===== config.mk =====
export PLATFORM = sky130hd
export DESIGN_NAME = stopwatch_time_counter
export DESIGN_NICKNAME = d
export VERILOG_FILES = /design/src/rtl/stopwatch_time_counter_pkg.sv /design/src/rtl/stopwatch_time_counter_digit.sv /design/src/rtl/stopwatch_time_counter.sv
export SDC_FILE = /design/constraint.sdc
export NUM_CORES = 1
export LEC_CHECK = 0
export ABC_AREA = 1
export CORE_MARGIN = 5
export CORE_UTILIZATION = 63
export DETAILED_ROUTE_END_ITERATION = 10
export GPL_TIMING_DRIVEN = 0
export PLACE_DENSITY = 0.95
export SYNTH_ARGS = -nofsm -noshare
export SYNTH_HDL_FRONTEND = slang
export SYNTH_HIERARCHICAL = 1
export SYNTH_SLANG_ARGS = --single-unit
export TNS_END_PERCENT = 50

===== constraint.sdc =====
create_clock -name clk -period 4.8 [get_ports clk]
set_clock_uncertainty 0.15 [all_clocks]
set_input_delay 0.96 -clock clk [delete_from_list [all_inputs] [get_ports clk]]
set_output_delay 0.96 -clock clk [all_outputs]
set_load 0.05 [all_outputs]

===== src/rtl/stopwatch_time_counter_pkg.sv =====
// Shared types and helpers for the stopwatch time base: BCD time layout,
// digit limits and a reference single-step BCD increment.
package stopwatch_pkg;

    localparam logic [3:0] SEC_TENS_MAX = 4'd5;
    localparam logic [3:0] MIN_TENS_MAX = 4'd5;
    localparam logic [3:0] DIGIT_MAX    = 4'd9;

    typedef struct packed {
        logic [3:0] min_tens;
        logic [3:0] min_ones;
        logic [3:0] sec_tens;
        logic [3:0] sec_ones;
        logic [3:0] cs_tens;
        logic [3:0] cs_ones;
    } bcd_time_t;

    // Returns {carry_out, next_time}; carry_out is set on 59:59.99 -> 00:00.00.
    function automatic logic [24:0] bcd_time_inc(input bcd_time_t t);
        bcd_time_t n;
        logic      c;
        n = t;
        c = 1'b1;
        if (t.cs_ones == DIGIT_MAX) n.cs_ones = 4'd0;
        else begin n.cs_ones = t.cs_ones + 4'd1; c = 1'b0; end
        if (c) begin
            if (t.cs_tens == DIGIT_MAX) n.cs_tens = 4'd0;
            else begin n.cs_tens = t.cs_tens + 4'd1; c = 1'b0; end
        end
        if (c) begin
            if (t.sec_ones == DIGIT_MAX) n.sec_ones = 4'd0;
            else begin n.sec_ones = t.sec_ones + 4'd1; c = 1'b0; end
        end
        if (c) begin
            if (t.sec_tens == SEC_TENS_MAX) n.sec_tens = 4'd0;
            else begin n.sec_tens = t.sec_tens + 4'd1; c = 1'b0; end
        end
        if (c) begin
            if (t.min_ones == DIGIT_MAX) n.min_ones = 4'd0;
            else begin n.min_ones = t.min_ones + 4'd1; c = 1'b0; end
        end
        if (c) begin
            if (t.min_tens == MIN_TENS_MAX) n.min_tens = 4'd0;
            else begin n.min_tens = t.min_tens + 4'd1; c = 1'b0; end
        end
        return {c, n};
    endfunction

endpackage


===== src/rtl/stopwatch_time_counter_digit.sv =====
// One BCD digit of the time chain; wraps MAX -> 0 and reports carry
// combinationally so all digits of the chain advance on the same edge.
module bcd_digit_counter
    import stopwatch_pkg::*;
#(
    parameter logic [3:0] MAX = DIGIT_MAX
) (
    input  logic       clk,
    input  logic       rst,
    input  logic       clr,
    input  logic       inc,
    output logic [3:0] value,
    output logic       carry
);

    logic [3:0] r_value;

    always_ff @(posedge clk or posedge rst) begin
        if (rst)
            r_value <= 4'd0;
        else if (clr)
            r_value <= 4'd0;
        else if (inc)
            r_value <= (r_value == MAX) ? 4'd0 : r_value + 4'd1;
    end

    assign value = r_value;
    assign carry = inc && (r_value == MAX);

endmodule


===== src/rtl/stopwatch_time_counter.sv =====
// Stopwatch time base: prescales clk to centisecond ticks, accumulates
// MM:SS.cc in BCD, and offers lap-hold freezing plus a sticky wrap flag.
module stopwatch_time_counter
    import stopwatch_pkg::*;
#(
    parameter int unsigned CLK_HZ  = 100000000,
    parameter int unsigned TICK_HZ = 100
) (
    input  logic       clk,
    input  logic       rst,
    input  logic       running,
    input  logic       clear,
    input  logic       lap,
    output logic [3:0] min_tens,
    output logic [3:0] min_ones,
    output logic [3:0] sec_tens,
    output logic [3:0] sec_ones,
    output logic [3:0] cs_tens,
    output logic [3:0] cs_ones,
    output logic       tick,
    output logic       lap_active,
    output logic       wrapped
);

    localparam int unsigned DIV = CLK_HZ / TICK_HZ;
    localparam int unsigned PW  = (DIV < 2) ? 1 : $clog2(DIV);

    generate
        if (DIV < 2 || (CLK_HZ % TICK_HZ) != 0) begin : g_bad_div
            $error("stopwatch_time_counter: CLK_HZ/TICK_HZ must be an integer >= 2");
        end
    endgenerate

    logic [PW-1:0] r_presc;
    logic          r_tick;
    logic          r_lap_active;
    logic          r_wrapped;
    bcd_time_t     r_snap;

    logic          w_tick_now;
    logic [5:0]    w_carry;
    logic [3:0]    w_cs_ones, w_cs_tens, w_sec_ones, w_sec_tens, w_min_ones, w_min_tens;
    bcd_time_t     w_live;
    bcd_time_t     w_disp;

    // Prescaler only advances while running, so a pause keeps the sub-tick phase.
    assign w_tick_now = running && (r_presc == PW'(DIV - 1));

    always_ff @(posedge clk or posedge rst) begin
        if (rst)
            r_presc <= '0;
        else if (clear || w_tick_now)
            r_presc <= '0;
        else if (running)
            r_presc <= r_presc + PW'(1);
    end

    always_ff @(posedge clk or posedge rst) begin
        if (rst) begin
            r_tick    <= 1'b0;
            r_wrapped <= 1'b0;
        end else if (clear) begin
            r_tick    <= 1'b0;
            r_wrapped <= 1'b0;
        end else begin
            r_tick <= w_tick_now;
            if (w_carry[5])
                r_wrapped <= 1'b1;
        end
    end

    bcd_digit_counter #(.MAX(DIGIT_MAX)) u_cs_ones (
        .clk(clk), .rst(rst), .clr(clear), .inc(w_tick_now),
        .value(w_cs_ones), .carry(w_carry[0])
    );
    bcd_digit_counter #(.MAX(DIGIT_MAX)) u_cs_tens (
        .clk(clk), .rst(rst), .clr(clear), .inc(w_carry[0]),
        .value(w_cs_tens), .carry(w_carry[1])
    );
    bcd_digit_counter #(.MAX(DIGIT_MAX)) u_sec_ones (
        .clk(clk), .rst(rst), .clr(clear), .inc(w_carry[1]),
        .value(w_sec_ones), .carry(w_carry[2])
    );
    bcd_digit_counter #(.MAX(SEC_TENS_MAX)) u_sec_tens (
        .clk(clk), .rst(rst), .clr(clear), .inc(w_carry[2]),
        .value(w_sec_tens), .carry(w_carry[3])
    );
    bcd_digit_counter #(.MAX(DIGIT_MAX)) u_min_ones (
        .clk(clk), .rst(rst), .clr(clear), .inc(w_carry[3]),
        .value(w_min_ones), .carry(w_carry[4])
    );
    bcd_digit_counter #(.MAX(MIN_TENS_MAX)) u_min_tens (
        .clk(clk), .rst(rst), .clr(clear), .inc(w_carry[4]),
        .value(w_min_tens), .carry(w_carry[5])
    );

    assign w_live = '{min_tens: w_min_tens, min_ones: w_min_ones,
                      sec_tens: w_sec_tens, sec_ones: w_sec_ones,
                      cs_tens:  w_cs_tens,  cs_ones:  w_cs_ones};

    // Snapshot takes the pre-increment live value when lap and tick coincide.
    always_ff @(posedge clk or posedge rst) begin
        if (rst) begin
            r_lap_active <= 1'b0;
            r_snap       <= '0;
        end else if (clear) begin
            r_lap_active <= 1'b0;
        end else if (lap) begin
            if (!r_lap_active) begin
                r_snap       <= w_live;
                r_lap_active <= 1'b1;
            end else begin
                r_lap_active <= 1'b0;
            end
        end
    end

    assign w_disp = r_lap_active ? r_snap : w_live;

    assign {min_tens, min_ones, sec_tens, sec_ones, cs_tens, cs_ones} = w_disp;
    assign tick       = r_tick;
    assign lap_active = r_lap_active;
    assign wrapped    = r_wrapped;

endmodule


# Yosys cells after proc, flatten, opt, wreduce, memory -nomap -nowiden
# Index checks and enable logic that the tools add are counted.
[word_totals] reg_bits=71 output_inout_bits=27 word_cells=76
[op_classes] add_sub_neg=7 n_eq_ne=7 muxes=27 bitwise=1 reduce_logical=18
[ops] operator="4-bit two-way mux" count=18
[ops] operator="20-bit two-way mux" count=2
[ops] operator="4-bit by 1-bit adder with 4-bit output (second input constant)" count=6
[ops] operator="24-bit two-way mux" count=1
[ops] operator="20-bit by 1-bit adder with 20-bit output (second input constant)" count=1
[ops] operator="20-bit == test (second input constant)" count=1
[ops] operator="2-bit nonzero test" count=9
[ops] operator="4-bit == test (second input constant)" count=4
[ops] operator="4-bit by 3-bit == test with 1-bit output (second input constant)" count=2
[ops] operator="1-bit logical AND" count=7
[ops] operator="1-bit two-way mux" count=6
[ops] operator="2-bit AND reduction" count=1
[ops] operator="1-bit logical OR" count=1
[ops] operator="1-bit NOT" count=1

# Longest topological paths before layout
# Gate-level depths: netlist of run 1.
[logic_depth] depth_word=10 depth_mapped=23 depth_no_buf=23

# By module
# The synthesis of run 1 kept the hierarchy.
[modules_own_cells] mod="stopwatch_time_counter" instances=1 cells_per_inst=351 area_each_um2=2580.0 seq_area_each_um2=1176.1
[modules_own_cells] mod="bcd_digit_counter (u_cs_ones ...)" instances=4 cells_per_inst=37 area_each_um2=269.0 seq_area_each_um2=100.1
[modules_own_cells] mod="bcd_digit_counter (u_min_tens ...)" instances=2 cells_per_inst=41 area_each_um2=266.5 seq_area_each_um2=100.1

# Worst setup path after synthesis of run 1
# No wires, ideal clock.
[synth_path] kind="flip-flop to output port" start="register r_lap_active (netlist: lap_active)" end="output port cs_ones[0]" t_arrival_ns=2.105 required_ns=3.690 slack_ns=1.585 path_stages_with_launch=4 n_path_buf=2 cell_sequence="dfrtp_1 > buf_2 > clkbuf_1 > o21ai_0"
[synth_between] elab_chain_len=1
[synth_rtl] item="from (decl)" line="stopwatch_time_counter.sv:36" source="logic r_lap_active;"
[synth_rtl] item="from (signal assigned)" line="stopwatch_time_counter.sv:104" source="r_lap_active <= 1'b0;"
[synth_rtl] item="from (signal assigned)" line="stopwatch_time_counter.sv:107" source="r_lap_active <= 1'b0;"
[synth_rtl] item="from (signal assigned)" line="stopwatch_time_counter.sv:111" source="r_lap_active <= 1'b1;"
[synth_rtl] item="24-bit two-way mux"
[synth_rtl] item="to (decl)" line="stopwatch_time_counter.sv:19" source="output logic [3:0] cs_ones,"
# No other way between the ends.

# Worst setup path after layout of run 1
[layout_path] start="input port running" end="register u_min_tens.r_value[3] (netlist: u_min_tens/value[3])"
[layout_between] elab_chain_len=7
[layout_rtl] item="from (decl)" line="stopwatch_time_counter.sv:11" source="input logic running,"
[layout_rtl] item="1-bit logical AND" line="stopwatch_time_counter.sv:47" source="assign w_tick_now = running && (r_presc == PW'(DIV - 1));"
[layout_rtl] item="net w_tick_now" line="stopwatch_time_counter.sv:40" source="logic w_tick_now;"
[layout_rtl] item="1-bit logical AND" line="stopwatch_time_counter_digit.sv:28" source="assign carry = inc && (r_value == MAX);"
[layout_rtl] item="net w_carry[0]" line="stopwatch_time_counter.sv:41" source="logic [5:0] w_carry;"
[layout_rtl] item="1-bit logical AND" line="stopwatch_time_counter_digit.sv:28"
[layout_rtl] item="net w_carry[1]" line="stopwatch_time_counter.sv:41"
[layout_rtl] item="1-bit logical AND" line="stopwatch_time_counter_digit.sv:28"
[layout_rtl] item="net w_carry[2]" line="stopwatch_time_counter.sv:41"
[layout_rtl] item="1-bit logical AND" line="stopwatch_time_counter_digit.sv:28"
[layout_rtl] item="net w_carry[3]" line="stopwatch_time_counter.sv:41"
[layout_rtl] item="1-bit logical AND" line="stopwatch_time_counter_digit.sv:28"
[layout_rtl] item="net w_carry[4]" line="stopwatch_time_counter.sv:41"
[layout_rtl] item="2-bit nonzero test (no line)"
[layout_rtl] item="to (signal assigned)" line="stopwatch_time_counter_digit.sv:24" source="r_value <= (r_value == MAX) ? 4'd0 : r_value + 4'd1;"
[layout_rtl] item="to (decl)" line="stopwatch_time_counter_digit.sv:16" source="logic [3:0] r_value;"
# The timed path passes the listed nets, and every way through them passes these cells.
# A chain may end at the register's enable or synchronous reset.

==> flow_metrics.env, run 1 <==
export IMPL_status="finished clean"
export IMPL_routed_wirelength_um=10270
export IMPL_groute_layer_met1_usage_pct=31.34
export IMPL_async_flop_share_pct=100.0
export IMPL_hold_buffers=0
export IMPL_instances_no_fill=706
export IMPL_track_usage_pct=25.69
export IMPL_row_count=29
export IMPL_core_area_um2=6422
export IMPL_critPathCaptureType="flop"
export IMPL_initial_core_util_pct=65.23
export IMPL_mostFrequentLayoutCells="nand2_1, inv_1, dfrtp_1"
export IMPL_vdd_ir_drop_max_v=0.0001895
export IMPL_fmax_mhz=252.5
export IMPL_grt_pass1_wl_um=17420
export IMPL_relSlewSlack_pct=50.65
export IMPL_gp_congestion=0.9024
export IMPL_fin_total_pwr_mw=1.122
export IMPL_stdcell_area_um2=4783
export IMPL_wire_per_inst_um=14.55
export IMPL_postCtsResizedCells=0
export IMPL_final_hold_violation_count=0
export IMPL_top_usage_layer="met2"
export IMPL_syn_nets=599
export IMPL_place_area_um2=4616
export IMPL_critPathMaxFanout=10
export IMPL_layout_worst_path_cycle_share_pct=82.50
export IMPL_period_minus_slack_ns=3.960
export IMPL_layout_nets=642
export IMPL_drv_cap=0
export IMPL_yosys_cell_types_count=29
export IMPL_path_class="in -> reg"
export IMPL_die_area_um2=8380
export IMPL_globalRouteMet3Util_pct=5.868
export IMPL_num_antenna_cells=0
export IMPL_first_pass_iters=6
export IMPL_via_count=3973
export IMPL_io_buffer_count=31
export IMPL_cts_root_buffer="clkbuf_8"
export IMPL_fin_setup_tns_ns=0
export IMPL_clock_latency_ns=0.36
export IMPL_timing_hold_ws_ns=0.3403
export IMPL_antenna_found_initial=0
export IMPL_synth_flop_cell="dfrtp_1"
export IMPL_clk_path_buf_depth=2
export IMPL_drive_gt1_share_pct=12.08
export IMPL_post_cts_buffers=0
export IMPL_worstMarginPinSlew_ns=0.7379
export IMPL_globalRouteMet2Util_pct=43.94
export IMPL_worstHoldPathType="reg -> reg"
export IMPL_dp_cells=690
export IMPL_ys_seq_area_share_pct=42.41
export IMPL_die_y_um=91.54
export IMPL_yosysWarningCount=6
export IMPL_synth_edf_count=0
export IMPL_dieWidth_um=91.54
export IMPL_drt_initial_drc_count=376
export IMPL_ys_seq_elements=71
export IMPL_crit_path_start_kind="primary input"
export IMPL_syn_area_um2=4189
export IMPL_grt_start_max_net_pins=34
export IMPL_drc=0
export IMPL_leakage_nw=2.222
export IMPL_cts_sinks=71
export IMPL_io_pins=32
export IMPL_slew_violations=0
export IMPL_synth_area_per_cell_um2=7.210
export IMPL_synth_cells=581
export IMPL_crit_arrival_ns=4.06
export IMPL_layout_commonest_cell="nand2_1"
export IMPL_ant_nets=0
export IMPL_globalRouteOverflowTotal=0
export IMPL_vias_per_cell=5.627
export IMPL_grt_pass1_vias=3959
export IMPL_cts_buffers=9
export IMPL_powerDensity_nw_per_um2=234.5
export IMPL_required_ns=4.90
export IMPL_finalSetupViolCount=0
export IMPL_rsz0062_at_grt="false"
export IMPL_areaGrowthSynthToFinish_pct=14.19
export IMPL_hpwl_um=7319
export IMPL_cts_tree="built"
export IMPL_cts_clk_slew_worst_paths_ns=0.07
export IMPL_htree_levels=3
==> worst max-delay path, stage by stage <==
cell and delay (ns):
clkdlybuf4s50_1 0.59, buf_2 0.27, nand4_1 0.21, inv_1 0.14, inv_2 0.07, nor2_1 0.16
inv_2 0.08, nor2_1 0.22, inv_2 0.09, nor2_1 0.22, inv_1 0.11, nor2_1 0.22
inv_2 0.10, nor2_1 0.18, inv_1 0.10, nand2_1 0.11, inv_1 0.09, nand2_1 0.07
nand2_1 0.05
==> path summary, 6_finish.rpt <==
kind / startpoint / to / slack (ns) / cells after the start
worst max-delay path: running / u_min_tens/value[3]$_DFFE_PP0P_ / 0.84 / 19
worst min-delay path: r_snap[22]$_DFFE_PP0P_ / r_snap[22]$_DFFE_PP0P_ / 0.34 / 2
worst max register to register: r_presc[0]$_DFFE_PP0P_ / u_min_tens/value[3]$_DFFE_PP0P_ / 1.37 / 22
worst min register to register: r_snap[22]$_DFFE_PP0P_ / r_snap[22]$_DFFE_PP0P_ / 0.34 / 2
max in group asynchronous: rst / r_snap[19]$_DFFE_PP0P_ / 2.99 / 3
min in group asynchronous: rst / u_sec_tens/value[0]$_DFFE_PP0P_ / 0.94 / 2
==> logic make-up after synthesis <==
logic type,Yosys count,synth area share (%)
adders and majority gates,13,3.883
and+or+nand+nor,310,33.36
buffers and inverters,113,10.42
DFF,71,42.41
xor gates and xnor gates,7,1.464
AOI/OAI and AO/OA,67,8.453
==> cell usage after synthesis (2+ instances only) <==
master    count  share of area (%)
a21oi_1       4               0.48
nor2_4        2               0.54
ha_1         13                3.9
nor3b_2       2               0.60
nand3_1      35                4.2
o21ai_0      45                5.4
clkbuf_1      6               0.54
nand4_1      12                1.8
dfrtp_1      71                 42
xnor2_1       2               0.42
inv_1        89                8.0
nor2_2       19                2.8
nand3b_1      2               0.36
o21bai_1      3               0.54
xor2_1        5                1.0
o21ai_1      12                1.4
nand3_2       4               0.96
a22oi_1       2               0.36
inv_2        13                1.2
buf_2         4               0.48
nand2_2      13                1.9
nand2_1     166                 15
nor2_1       50                4.5
nor3_1        2               0.24
==> per-stage QoR <==
step                      util, %  setup slack [ns]
after global routing        74.48            0.5581
after CTS                   74.48            0.9290
final                       74.48            0.8401
after global placement      71.56            0.7235
after detailed placement    71.87            0.6633
after floorplan                 -             1.585
==> cell type report <==
class,instances,area (µm²)
inverters,102,382.9
plain buffers,11,53.80
repair buffers,32,330.3
flip-flops and latches,71,1777
fillers,439,1639
clock buffers,13,148.9
well taps,77,96.34
clock inverters,3,18.77
multi-input cells,397,1976
==> flip-flops by register name (all words and copies together) (netlist names) <==
register and flops:
wrapped 1, u_sec_ones/value 4, r_snap 24, tick 1, u_min_ones/value 4, u_cs_ones/value 4, lap_active 1, u_cs_tens/value 4
r_presc 20, u_sec_tens/value 4, u_min_tens/value 4
==> power breakdown <==
part | internal, mW | switching, mW
clock | 0.202 | 0.230
sequential | 0.603 | 0.00342
combinational | 0.0201 | 0.0640
==> layer usage <==
| metal | vias to the layer above | share of wire, % |
|---|---|---|
| met2 | 189 | 50 |
| met3 | 27 | 8.2 |
| met4 | 0 | 2.5 |
| met5 | - | 0 |
| li1 | 1891 | - |
| met1 | 1866 | 39 |
Note: power is estimated with default switching activity, not from simulation.
==> inputs of run 2 (changes only) <==
- CORE_UTILIZATION: 63 -> 59
- PLACE_DENSITY: 0.95 -> 0.9
- clock period: 4.8 -> 3.85 ns (I/O delays scaled with it)
==> run 2 against run 1 <==
Highest routed layer unchanged; combinational power grew 25%; clock-buffer cell count did not move; clock power grew 58%; register-to-register slack got worse by 0.93 ns.
==> flow_metrics.env, run 2 (synthesis results as in run 1) <==
export IMPL_globalRouteOverflowTotal=0
export IMPL_cts_tree="built"
export IMPL_cts_sinks=71
export IMPL_drc=0
export IMPL_via_count=3908
export IMPL_path_class="reg -> out"
export IMPL_htree_levels=3
export IMPL_cts_root_buffer="clkbuf_8"
export IMPL_crit_buf_inv=3
export IMPL_hold_buffers=0
export IMPL_postCtsResizedCells=0
export IMPL_hpwl_um=7169
export IMPL_crit_arrival_ns=2.64
export IMPL_path_depth=5
export IMPL_layout_worst_path_cycle_share_pct=92.55
export IMPL_crit_chain="buf_2 -> clkbuf_1 -> nand2_1 -> o21ai_0 -> clkdlybuf4s50_1"
export IMPL_fin_util_pct=70.87
export IMPL_status="finished clean"
export IMPL_leakage_nw=2.258
export IMPL_clock_latency_ns=0.36
export IMPL_crit_family="buffers and inverters"
export IMPL_period_minus_slack_ns=3.563
export IMPL_largest_reg_flops=24
export IMPL_io_buffer_count=31
export IMPL_grt_start_max_net_pins=40
export IMPL_clk_path_buf_depth=2
export IMPL_grt_pass1_vias=3807
export IMPL_drt_initial_drc_count=307
export IMPL_drive_gt1_share_pct=12.24
export IMPL_worstHoldPathType="reg -> reg"
export IMPL_fmax_mhz=280.6
export IMPL_layout_nets=642
export IMPL_final_hold_violation_count=0
export IMPL_worstMarginPinSlew_ns=0.7170
export IMPL_reg2reg_to="u_min_tens/value[1]$_DFFE_PP0P_"
export IMPL_gp_congestion=0.9262
export IMPL_critPathMaxStageDelay_ns=0.87
export IMPL_relSlewSlack_pct=52.05
export IMPL_track_usage_pct=24.27
export IMPL_first_pass_iters=5
export IMPL_mostFrequentLayoutCells="nand2_1, inv_1, dfrtp_1"
export IMPL_required_ns=2.93
export IMPL_largest_register="r_snap"
export IMPL_num_antenna_cells=0
export IMPL_antenna_found_initial=0
export IMPL_rrSetupSlack_ns=0.44
export IMPL_cts_buffers=9
export IMPL_ant_nets=0
export IMPL_cts_clk_slew_worst_paths_ns=0.07
export IMPL_rsz0062_at_grt="false"
export IMPL_slew_violations=0
export IMPL_wire_per_inst_um=13.84
export IMPL_grt_pass1_wl_um=16950
export IMPL_die_area_um2=8885
export IMPL_io_pins=32
export IMPL_fin_setup_tns_ns=0
export IMPL_crit_start="lap_active$_DFFE_PP0P_"
export IMPL_routed_wirelength_um=10030
export IMPL_crit_path_start_kind="flop"
export IMPL_cpMaxStageDelayCell="clkdlybuf4s50_1"
export IMPL_initial_core_util_pct=60.98
export IMPL_post_cts_buffers=0
export IMPL_vias_per_cell=5.390
export IMPL_r2r_start="r_presc[1]$_DFFE_PP0P_"
export IMPL_powerDensity_nw_per_um2=316.6
export IMPL_critPathMaxFanout=10
export IMPL_reg_top3="r_snap x24, r_presc x20"
export IMPL_critPathCaptureType="output pin"
export IMPL_die_y_um=94.26
export IMPL_crit_end="min_ones[0]"
export IMPL_finalSetupViolCount=0
export IMPL_row_count=30
export IMPL_areaGrowthSynthToFinish_pct=16.22
export IMPL_fin_total_pwr_mw=1.541
export IMPL_core_area_um2=6869
export IMPL_r2r_cells=21
export IMPL_dieWidth_um=94.26
export IMPL_layout_commonest_cell="nand2_1"
export IMPL_drv_cap=0
export IMPL_vdd_ir_drop_max_v=0.0002279
run 2: stage by stage:
stage	hold slack (ns)	area [µm²]	setup slack, ns	cells
after detailed placement	0.3251	4639	-0.1103	709
after floorplan	0.3029	4189	0.8255	581
after global routing	0.3602	4868	0.1904	725
after CTS	0.3455	4863	0.1870	725
final	0.3439	4868	0.2867	725
after global placement	0.3150	4619	-0.06628	708
run 2: how the worst min path moves through the flow:
stage / startpoint / end / slack (ns) / depth (start not counted)
2_1_floorplan: r_snap[0]$_DFFE_PP0P_ / r_snap[0]$_DFFE_PP0P_ / 0.30 / 2
3_3_place_gp: r_snap[0]$_DFFE_PP0P_ / r_snap[0]$_DFFE_PP0P_ / 0.32 / 2
3_5_place_dp: r_snap[2]$_DFFE_PP0P_ / r_snap[2]$_DFFE_PP0P_ / 0.33 / 2
4_1_cts: r_snap[12]$_DFFE_PP0P_ / r_snap[12]$_DFFE_PP0P_ / 0.35 / 2
5_1_grt: r_snap[8]$_DFFE_PP0P_ / r_snap[8]$_DFFE_PP0P_ / 0.36 / 2
6_report: r_snap[8]$_DFFE_PP0P_ / r_snap[8]$_DFFE_PP0P_ / 0.34 / 2
run 2: area by class of cell:
type	instances	area, µm²
inverter	102	382.9
buffer	11	56.30
clock buffer	13	158.9
timing repair buffer	32	332.8
fill	535	2001
clock inverter	3	65.06
sequential	71	1777
tap	96	120.1
multi-input combinational	397	1976
run 2: routing by layer:
layer  routed length [µm]  vias up  share of wire, %  GRT usage [%]
met5                    0        -                 0              0
met2                 4919      150                49          40.13
met1                 4302     1852                43          31.47
li1                     -     1886                 -              -
met4                  204        0               2.0          9.627
met3                  605       20               6.0          4.327
run 2: tightest hold or removal path: cells and delay by family (launching register included):
| family | cells | cell delay [ns] |
|---|---|---|
| simple gates | 1 | 0.05 |
| compound gates | 1 | 0.06 |
| flops | 1 | 0.35 |
run 2: report_power, final:
| part | total [mW] | switching [mW] | internal (mW) | leakage, nW |
|---|---|---|---|---|
| logic | 0.105 | 0.0795 | 0.0251 | 1.16 |
| registers | 0.756 | 0.00426 | 0.751 | 0.986 |
| clock network | 0.681 | 0.281 | 0.400 | 0.114 |
| total | 1.54 | 0.365 | 1.18 | 2.26 |
